--- src/rtl/gate_sweep_ctrl.sv ---
// Drives a combinational gate through all 2^N_IN input vectors, holding each for SETTLE cycles,
// and checks the sampled output against TRUTH_TABLE, reporting pass, error count and first failure.
module gate_sweep_ctrl #(
  parameter int                      N_IN        = 2,
  parameter int                      SETTLE      = 2,
  parameter logic [(1<<N_IN)-1:0]    TRUTH_TABLE = 4'b1000
) (
  input  logic            clk,
  input  logic            reset,
  input  logic            start,
  input  logic            abort,
  input  logic            gate_out,
  output logic [N_IN-1:0] gate_in,
  output logic            busy,
  output logic            done,
  output logic            pass,
  output logic [N_IN:0]   err_count,
  output logic            first_err_valid,
  output logic [N_IN-1:0] first_err_idx
);

  localparam int              CW       = (SETTLE > 1) ? $clog2(SETTLE) : 1;
  localparam logic [CW-1:0]   CNT_LAST = CW'(SETTLE - 1);
  localparam logic [N_IN-1:0] V_LAST   = '1;

  typedef enum logic [1:0] {IDLE, RUN, DONE} state_t;

  state_t          state, state_nxt;
  logic [N_IN-1:0] v;
  logic [CW-1:0]   cnt;
  logic            sample;
  logic            mismatch;
  logic [N_IN:0]   err_nxt;

  always_comb begin
    sample   = (state == RUN) && (cnt == CNT_LAST);
    mismatch = sample && (gate_out != TRUTH_TABLE[v]);
    err_nxt  = err_count + {{N_IN{1'b0}}, mismatch};
  end

  always_comb begin
    state_nxt = state;
    case (state)
      IDLE: if (start) state_nxt = RUN;
      RUN: begin
        // abort takes priority even on the edge that samples the last vector
        if (abort)                         state_nxt = IDLE;
        else if (sample && (v == V_LAST))  state_nxt = DONE;
      end
      DONE:    state_nxt = IDLE;
      default: state_nxt = IDLE;
    endcase
  end

  always_ff @(posedge clk) begin
    if (reset) state <= IDLE;
    else       state <= state_nxt;
  end

  always_ff @(posedge clk) begin
    if (reset) begin
      v               <= '0;
      cnt             <= '0;
      pass            <= 1'b0;
      err_count       <= '0;
      first_err_valid <= 1'b0;
      first_err_idx   <= '0;
    end else begin
      case (state)
        IDLE: begin
          if (start) begin
            v               <= '0;
            cnt             <= '0;
            pass            <= 1'b0;
            err_count       <= '0;
            first_err_valid <= 1'b0;
            first_err_idx   <= '0;
          end
        end
        RUN: begin
          if (!abort) begin
            if (sample) begin
              cnt       <= '0;
              v         <= v + 1'b1;
              err_count <= err_nxt;
              if (mismatch && !first_err_valid) begin
                first_err_valid <= 1'b1;
                first_err_idx   <= v;
              end
              // pass must already be valid during the DONE cycle
              if (v == V_LAST) pass <= (err_nxt == '0);
            end else begin
              cnt <= cnt + 1'b1;
            end
          end
        end
        default: ;
      endcase
    end
  end

  assign busy    = (state == RUN);
  assign done    = (state == DONE);
  assign gate_in = busy ? v : '0;

endmodule

--- config.mk ---
export PLATFORM = sky130hd
export DESIGN_NAME = gate_sweep_ctrl
export DESIGN_NICKNAME = d
export VERILOG_FILES = /design/src/rtl/gate_sweep_ctrl.sv
export SDC_FILE = /design/constraint.sdc
export NUM_CORES = 1
export LEC_CHECK = 0
export CAP_MARGIN = 20
export CORE_UTILIZATION = 40
export DETAILED_ROUTE_END_ITERATION = 7
export PLACE_DENSITY = 0.78
export SYNTH_ARGS = -nofsm -noshare
export SYNTH_HDL_FRONTEND = slang
export SYNTH_SLANG_ARGS = --single-unit
--- constraint.sdc ---
create_clock -name clk -period 1.9 [get_ports clk]
set_clock_uncertainty 0.2 [all_clocks]
set_input_delay 0.38 -clock clk [delete_from_list [all_inputs] [get_ports clk]]
set_output_delay 0.38 -clock clk [all_outputs]
set_load 0.01 [all_outputs]
==> results of run 1 <==
## final cells by class
type                       instances  area share [%]
clock buffer                       4            3.17
inverter                           4            1.31
multi-input combinational         62            47.8
sequential                        12            21.4
tap                               25            2.74
timing repair buffer              32            23.5
## worst max-delay path, cell delays in order, from the launching register on
cell     delay (ns)
dfxtp_2        0.34
ha_4           0.17
xor2_2         0.17
and3_4         0.18
ha_4           0.16
ha_4           0.22
nor3_4         0.14
nand3_1        0.09
mux2i_1        0.15
## per-stage QoR
step	TNS (ns)	cell area, um2
6_report	-0.0107	1140
5_1_grt	-0.0718	1140
4_1_cts	0	1130
3_5_place_dp	-1.61	1070
3_3_place_gp	-1.31	1070
2_1_floorplan	-0.0774	831
## flip-flops by register name, indices dropped and copies added, names as in the netlist
register,flops
err_count,3
first_err_idx,2
state,2
v,2
cnt,1
first_err_valid,1
pass,1
## cells in the mapped netlist (2+ instances only)
cell type | count | area share [%]
nand2_1 | 3 | 1.4
o21ai_0 | 2 | 1.3
buf_2 | 3 | 1.9
o211ai_1 | 3 | 2.9
nor2b_1 | 2 | 1.6
and3_1 | 2 | 1.6
a21oi_1 | 9 | 5.8
inv_1 | 4 | 1.9
xnor2_1 | 2 | 2.2
o311ai_1 | 2 | 2.2
nor3_1 | 3 | 1.9
nor4bb_1 | 2 | 2.6
dfxtp_1 | 12 | 31
and2_1 | 3 | 2.4
nand3_1 | 5 | 3.2
nor2_1 | 2 | 0.96
nand2b_1 | 4 | 3.2
o2111ai_1 | 4 | 4.5
buf_6 | 3 | 4.3
ha_1 | 3 | 4.8
## worst max path at each step
stage / from / to / slack, ns / depth (start not counted)
2_1_floorplan: state[1] / pass / -0.06 / 9
3_3_place_gp: gate_out / pass / -0.38 / 8
3_5_place_dp: gate_out / pass / -0.51 / 8
4_1_cts: v[1] / pass / 0.004 / 8
5_1_grt: v[1] / pass / -0.07 / 8
6_report: v[1] / pass / -0.01 / 8
## repair_timing
action	in CTS	in global routing
endpoints found under the setup margin	7	4
gates resized for setup	9	6
pin swaps	6	1
buffers inserted	2	0
## cell families after synthesis
| kind of cell | count (synthesis) | share of synthesized area, % |
|---|---|---|
| compound gates | 22 | 19.7 |
| xor+xnor | 3 | 3.37 |
| mux | 1 | 1.28 |
| buf+inv | 11 | 8.67 |
| simple gates | 33 | 31.3 |
| fa+ha+maj | 3 | 4.82 |
| flops | 12 | 30.8 |
## where the power goes
| part | leakage (nW) | internal, mW | switching (mW) |
|---|---|---|---|
| clock | 0.0210 | 0.116 | 0.0882 |
| sequential | 0.0990 | 0.257 | 0.00403 |
| combinational | 0.306 | 0.0516 | 0.0540 |
| total | 0.426 | 0.424 | 0.146 |
## layer usage
layer	up-vias	wire (um)
li1	375	-
met5	-	0
met3	4	113
met2	25	1010
met1	352	891
met4	0	38
==> run_results.csv, run 1 <==
group,metric,value,unit
grt,grt-busiest-layer,"met2",
floorplanning,io_pins,16,
cells_and_area,diodes,0,
sta,slew-limit-headroom,77.5,%
grt,antenna_found_initial,0,
worst_setup_path,cp_data_required_time,1.90,ns
detailed_routing,drc,0,
floorplanning,start_util,43.7,%
grt,grt_max_degree,12,
detailed_routing,dr.pass1.iters,4,
cts,root_buffer,"clkbuf_4",
cts,htreeDepth,1,
cells_and_area,nNetsFinal,123,
sta,finalSetupViolations,1,
worst_setup_path,start_kind,"flop",
detailed_routing,drt-initial-drc-count,15,
min_path,hp-start,"pass",
grt,grt.overflow.total,0,
min_path,hold_end,"pass",
placed_design,hpwl,1490,um
sta,rsz0062_at_grt,"true",
sta,slew_viol_final,0,
sta,period_share,101,%
detailed_routing,vias_per_cell,5.44,
logic_synthesis,async_flop_share,0,%
cts,hold_buffers,0,
cells_and_area,drive_gt1_share,34.2,%
worst_setup_path,path_class,"reg2reg",
detailed_routing,vias,756,
placed_design,port_buffers,15,
floorplanning,die_x,46.1,um
cts,insertion_delay,0.27,ns
logic_synthesis,synth_flop_cell,"dfxtp_1",
cts,numCtsBuffers,3,
cells_and_area,instances_no_fill,139,
sta,whs,0.288,ns
cells_and_area,final_cell_mix,"buf_4, clkdlybuf4s50_1, a21oi_1, dfxtp_1, nand3_1",
grt,use_met3,3.53,%
cts,clock_path_buffers,2,
logic_synthesis,synth_edf_count,0,
grt,grt_pass1_wl,3180,um
worst_setup_path,cp_max_fo,2,
floorplanning,coreArea,0.00178,mm2
logic_synthesis,yosysSeqAreaShare,30.8,%
grt,use_met2,33.8,%
detailed_routing,antenna_left,0,
pwr,power.leakage,0.426,nW
cells_and_area,multi_input_area,547,um2
worst_setup_path,crit_arrival,1.91,ns
worst_setup_path,rr_worst_depth,8,
worst_setup_path,rr_endpoint,"pass",
cells_and_area,post-route-util,64.1,%
logic_synthesis,postSynthAreaPerCell,9.17,um2
sta,tightest_slew,0.334,ns
sta,hold_viol,0,
cells_and_area,layout_commonest_cell,"buf_4",
worst_setup_path,rr_startpoint,"v[1]",
logic_synthesis,syn_inst,85,
pwr,p_per_area,499,mW/mm2
placed_design,dpl_worst_slack,-0.507,ns
pwr,finalPower,0.571,mW
logic_synthesis,synth_area,779,um2
detailed_routing,routed_wl,2050,um
cells_and_area,seqCellArea,245,um2
grt,grt_pass1_vias,703,
min_path,hold_depth,2,
placed_design,dp_cells,133,
cts,clkTransAtPathRegs,0.08,ns
run_status,status,"finished, violations left",
worst_setup_path,worst_setup_path_end_kind,"flop",
grt,gr-usage-met1,27.6,%
sta,fin_ws,-0.0107,ns
detailed_routing,wl_per_cell,14.7,um
logic_synthesis,synth_warnings,0,
flow_run,maxCapViolCount,0,
logic_synthesis,synth_nets,93,
cts,tritoncts,"yes",
min_path,hp-class,"reg2reg",
floorplanning,die_area,0.00213,mm2
worst_setup_path,r2r_slack,-0.01,ns
floorplanning,rows,15,
sta,min_period,1.91,ns
cells_and_area,area_delta_synth_final,46.7,%
floorplanning,die_h,46.1,um
logic_synthesis,synth_cell_types,32,
sta,timing.fmax,0.523,GHz
cts,cts.sink_count,12,
pwr,peakVddDrop,0.358,mV
grt,grt_use_total,21.3,%
cells_and_area,fillers,145,
run_status,violations,"negative setup slack",
logic_synthesis,ys_ff_latch,12,
placed_design,gp_congestion,0.793,
Note: power is estimated with default switching activity, not from simulation.
==> run 2: changes to the inputs <==
--- a/config.mk
+++ b/config.mk
@@ -6,9 +6,12 @@
 export NUM_CORES = 1
 export LEC_CHECK = 0
 export CAP_MARGIN = 20
-export CORE_UTILIZATION = 40
+export CELL_PAD_IN_SITES_DETAIL_PLACEMENT = 1
+export CELL_PAD_IN_SITES_GLOBAL_PLACEMENT = 2
+export CORE_UTILIZATION = 27
 export DETAILED_ROUTE_END_ITERATION = 7
-export PLACE_DENSITY = 0.78
+export PLACE_DENSITY = 0.85
 export SYNTH_ARGS = -nofsm -noshare
 export SYNTH_HDL_FRONTEND = slang
 export SYNTH_SLANG_ARGS = --single-unit
+export TNS_END_PERCENT = 50
==> run_results.csv, run 2 (synthesis results as in run 1) <==
group,metric,value,unit
sta,timing.fmax,0.523,GHz
sta,slew_viol_final,0,
cells_and_area,area_delta_synth_final,46.5,%
run_status,status,"finished, violations left",
min_path,hold_depth,2,
detailed_routing,dr.pass1.iters,2,
grt,grt.overflow.total,0,
cts,insertion_delay,0.29,ns
pwr,clockPowerShare,37.2,%
grt,grt_max_degree,12,
worst_setup_path,rr_worst_depth,8,
pwr,power.share.switching,27.4,%
cts,root_buffer,"clkbuf_4",
detailed_routing,drt-initial-drc-count,13,
worst_setup_path,cp_max_fo,5,
grt,grt_pass1_vias,787,
grt,antenna_found_initial,0,
placed_design,dp_cells,139,
sta,period_share,101,%
detailed_routing,vias_per_cell,5.17,
sta,tightest_slew,0.428,ns
pwr,power.leakage,0.425,nW
cells_and_area,final_cell_mix,"buf_4, clkdlybuf4s50_1, a21oi_1, dfxtp_1",
cts,htreeDepth,1,
floorplanning,die_area,0.00311,mm2
placed_design,gp_congestion,0.742,
detailed_routing,wl_per_cell,16.0,um
cts,clock_path_buffers,2,
run_status,violations,"negative setup slack",
floorplanning,io_pins,16,
detailed_routing,drc,0,
placed_design,hpwl,1700,um
pwr,pwr-share-comb,18.5,%
floorplanning,die_h,55.7,um
grt,grt_use_total,15.5,%
pwr,finalPower,0.589,mW
cells_and_area,seqCellArea,246,um2
cells_and_area,fillers,316,
pwr,seqPwrFrac,44.4,%
sta,finalSetupViolations,1,
sta,whs,0.293,ns
cts,hold_buffers,0,
floorplanning,rows,19,
pwr,netSwitchingPower,0.161,mW
cells_and_area,diodes,0,
placed_design,port_buffers,15,
cts,tritoncts,"yes",
detailed_routing,vias,750,
worst_setup_path,worst_setup_path_end_kind,"flop",
worst_setup_path,path_class,"reg2reg",
sta,fin_ws,-0.0108,ns
worst_setup_path,r2r_slack,-0.01,ns
cts,cts.sink_count,12,
worst_setup_path,cp_data_required_time,1.92,ns
cells_and_area,largest-register,"err_count",
detailed_routing,antenna_left,0,
worst_setup_path,crit_arrival,1.93,ns
cts,clkTransAtPathRegs,0.08,ns
min_path,hp-class,"reg2reg",
worst_setup_path,start_kind,"flop",
cells_and_area,largest_reg_flops,3,
detailed_routing,routed_wl,2320,um
pwr,p_per_area,516,mW/mm2
floorplanning,start_util,28.5,%
floorplanning,coreArea,0.00273,mm2
pwr,peakVddDrop,0.318,mV
flow_run,maxCapViolCount,0,
cells_and_area,instances_no_fill,145,
grt,grt_pass1_wl,3680,um
cells_and_area,nNetsFinal,123,
sta,slew-limit-headroom,71.1,%
cts,numCtsBuffers,3,
floorplanning,die_x,55.7,um
cells_and_area,multi_input_area,533,um2
sta,hold_viol,0,
cells_and_area,drive_gt1_share,33.3,%
cells_and_area,post-route-util,41.8,%
pwr,internal_power,0.428,mW
sta,rsz0062_at_grt,"true",
sta,min_period,1.91,ns
cells_and_area,layout_commonest_cell,"buf_4",
-- run 2: cell types whose count changed in the layout (fill, tap and decap cells not counted), sizes merged --
cell    previous run  this run
buf               17        18
clkbuf             5         4
-- run 2: worst max-delay path: stages (launching register included) --
cell and delay (ns):
dfxtp_2 0.33, and2b_2 0.24, buf_6 0.13, and3_4 0.17
ha_4 0.16, ha_4 0.22, nor3_4 0.15, nand3_1 0.10
mux2i_1 0.14
-- run 2: area by class of cell --
| cell class | count | area share [%] |
|---|---|---|
| clock buffer | 4 | 3.18 |
| sequential | 12 | 21.6 |
| inverter | 4 | 1.31 |
| multi-input combinational | 62 | 46.7 |
| tap | 31 | 3.40 |
| timing repair buffer | 32 | 23.9 |
-- run 2: stage by stage --
step                area (um2)  worst slack, ns  setup TNS (ns)
floorplan                  831          -0.0629         -0.0871
global placement          1070           -0.366           -1.26
detailed placement        1070           -0.418           -1.37
CTS                       1110          -0.0446         -0.0446
global route              1140          -0.0546         -0.0782
finish                    1140          -0.0108         -0.0108
-- run 2: path summary, 6_finish.rpt --
path / start / end
worst max register to register: state[1] / pass
worst min register to register: pass / pass
worst max-delay path: state[1] / pass
worst min-delay path: pass / pass
-- run 2: timing repair --
item	CTS	global route
setup buffers	1	1
setup endpoints to repair	6	4
pin swaps	1	4
gates resized for setup	10	6
hold endpoints to repair	0	0
-- run 2: routing by layer --
metal	global-route usage, %	vias up	routed length (um)
li1	-	369	-
met1	17.6	364	1010
met2	27.0	13	1200
met3	2.09	4	53
met4	10.0	0	57
met5	0	-	0
-- run 2: power by group through the flow --
stage,clock [mW],combinational (mW),sequential [mW]
2_1_floorplan,0,0.0589,0.268
3_3_place_gp,0,0.100,0.267
3_5_place_dp,0,0.103,0.267
4_1_cts,0.229,0.105,0.261
5_1_grt,0.232,0.117,0.262
6_report,0.219,0.109,0.261
==> run 3: changes to the inputs <==
--- a/config.mk
+++ b/config.mk
@@ -5,11 +5,13 @@
 export SDC_FILE = /design/constraint.sdc
 export NUM_CORES = 1
 export LEC_CHECK = 0
-export CAP_MARGIN = 20
+export CAP_MARGIN = 10
 export CELL_PAD_IN_SITES_DETAIL_PLACEMENT = 1
 export CELL_PAD_IN_SITES_GLOBAL_PLACEMENT = 2
 export CORE_UTILIZATION = 27
+export CTS_CLUSTER_SIZE = 10
 export DETAILED_ROUTE_END_ITERATION = 7
+export HOLD_SLACK_MARGIN = 0.15
 export PLACE_DENSITY = 0.85
 export SYNTH_ARGS = -nofsm -noshare
 export SYNTH_HDL_FRONTEND = slang
==> results of run 3 <==
No change in the layout: final DEF, timing and power equal those of run 2.
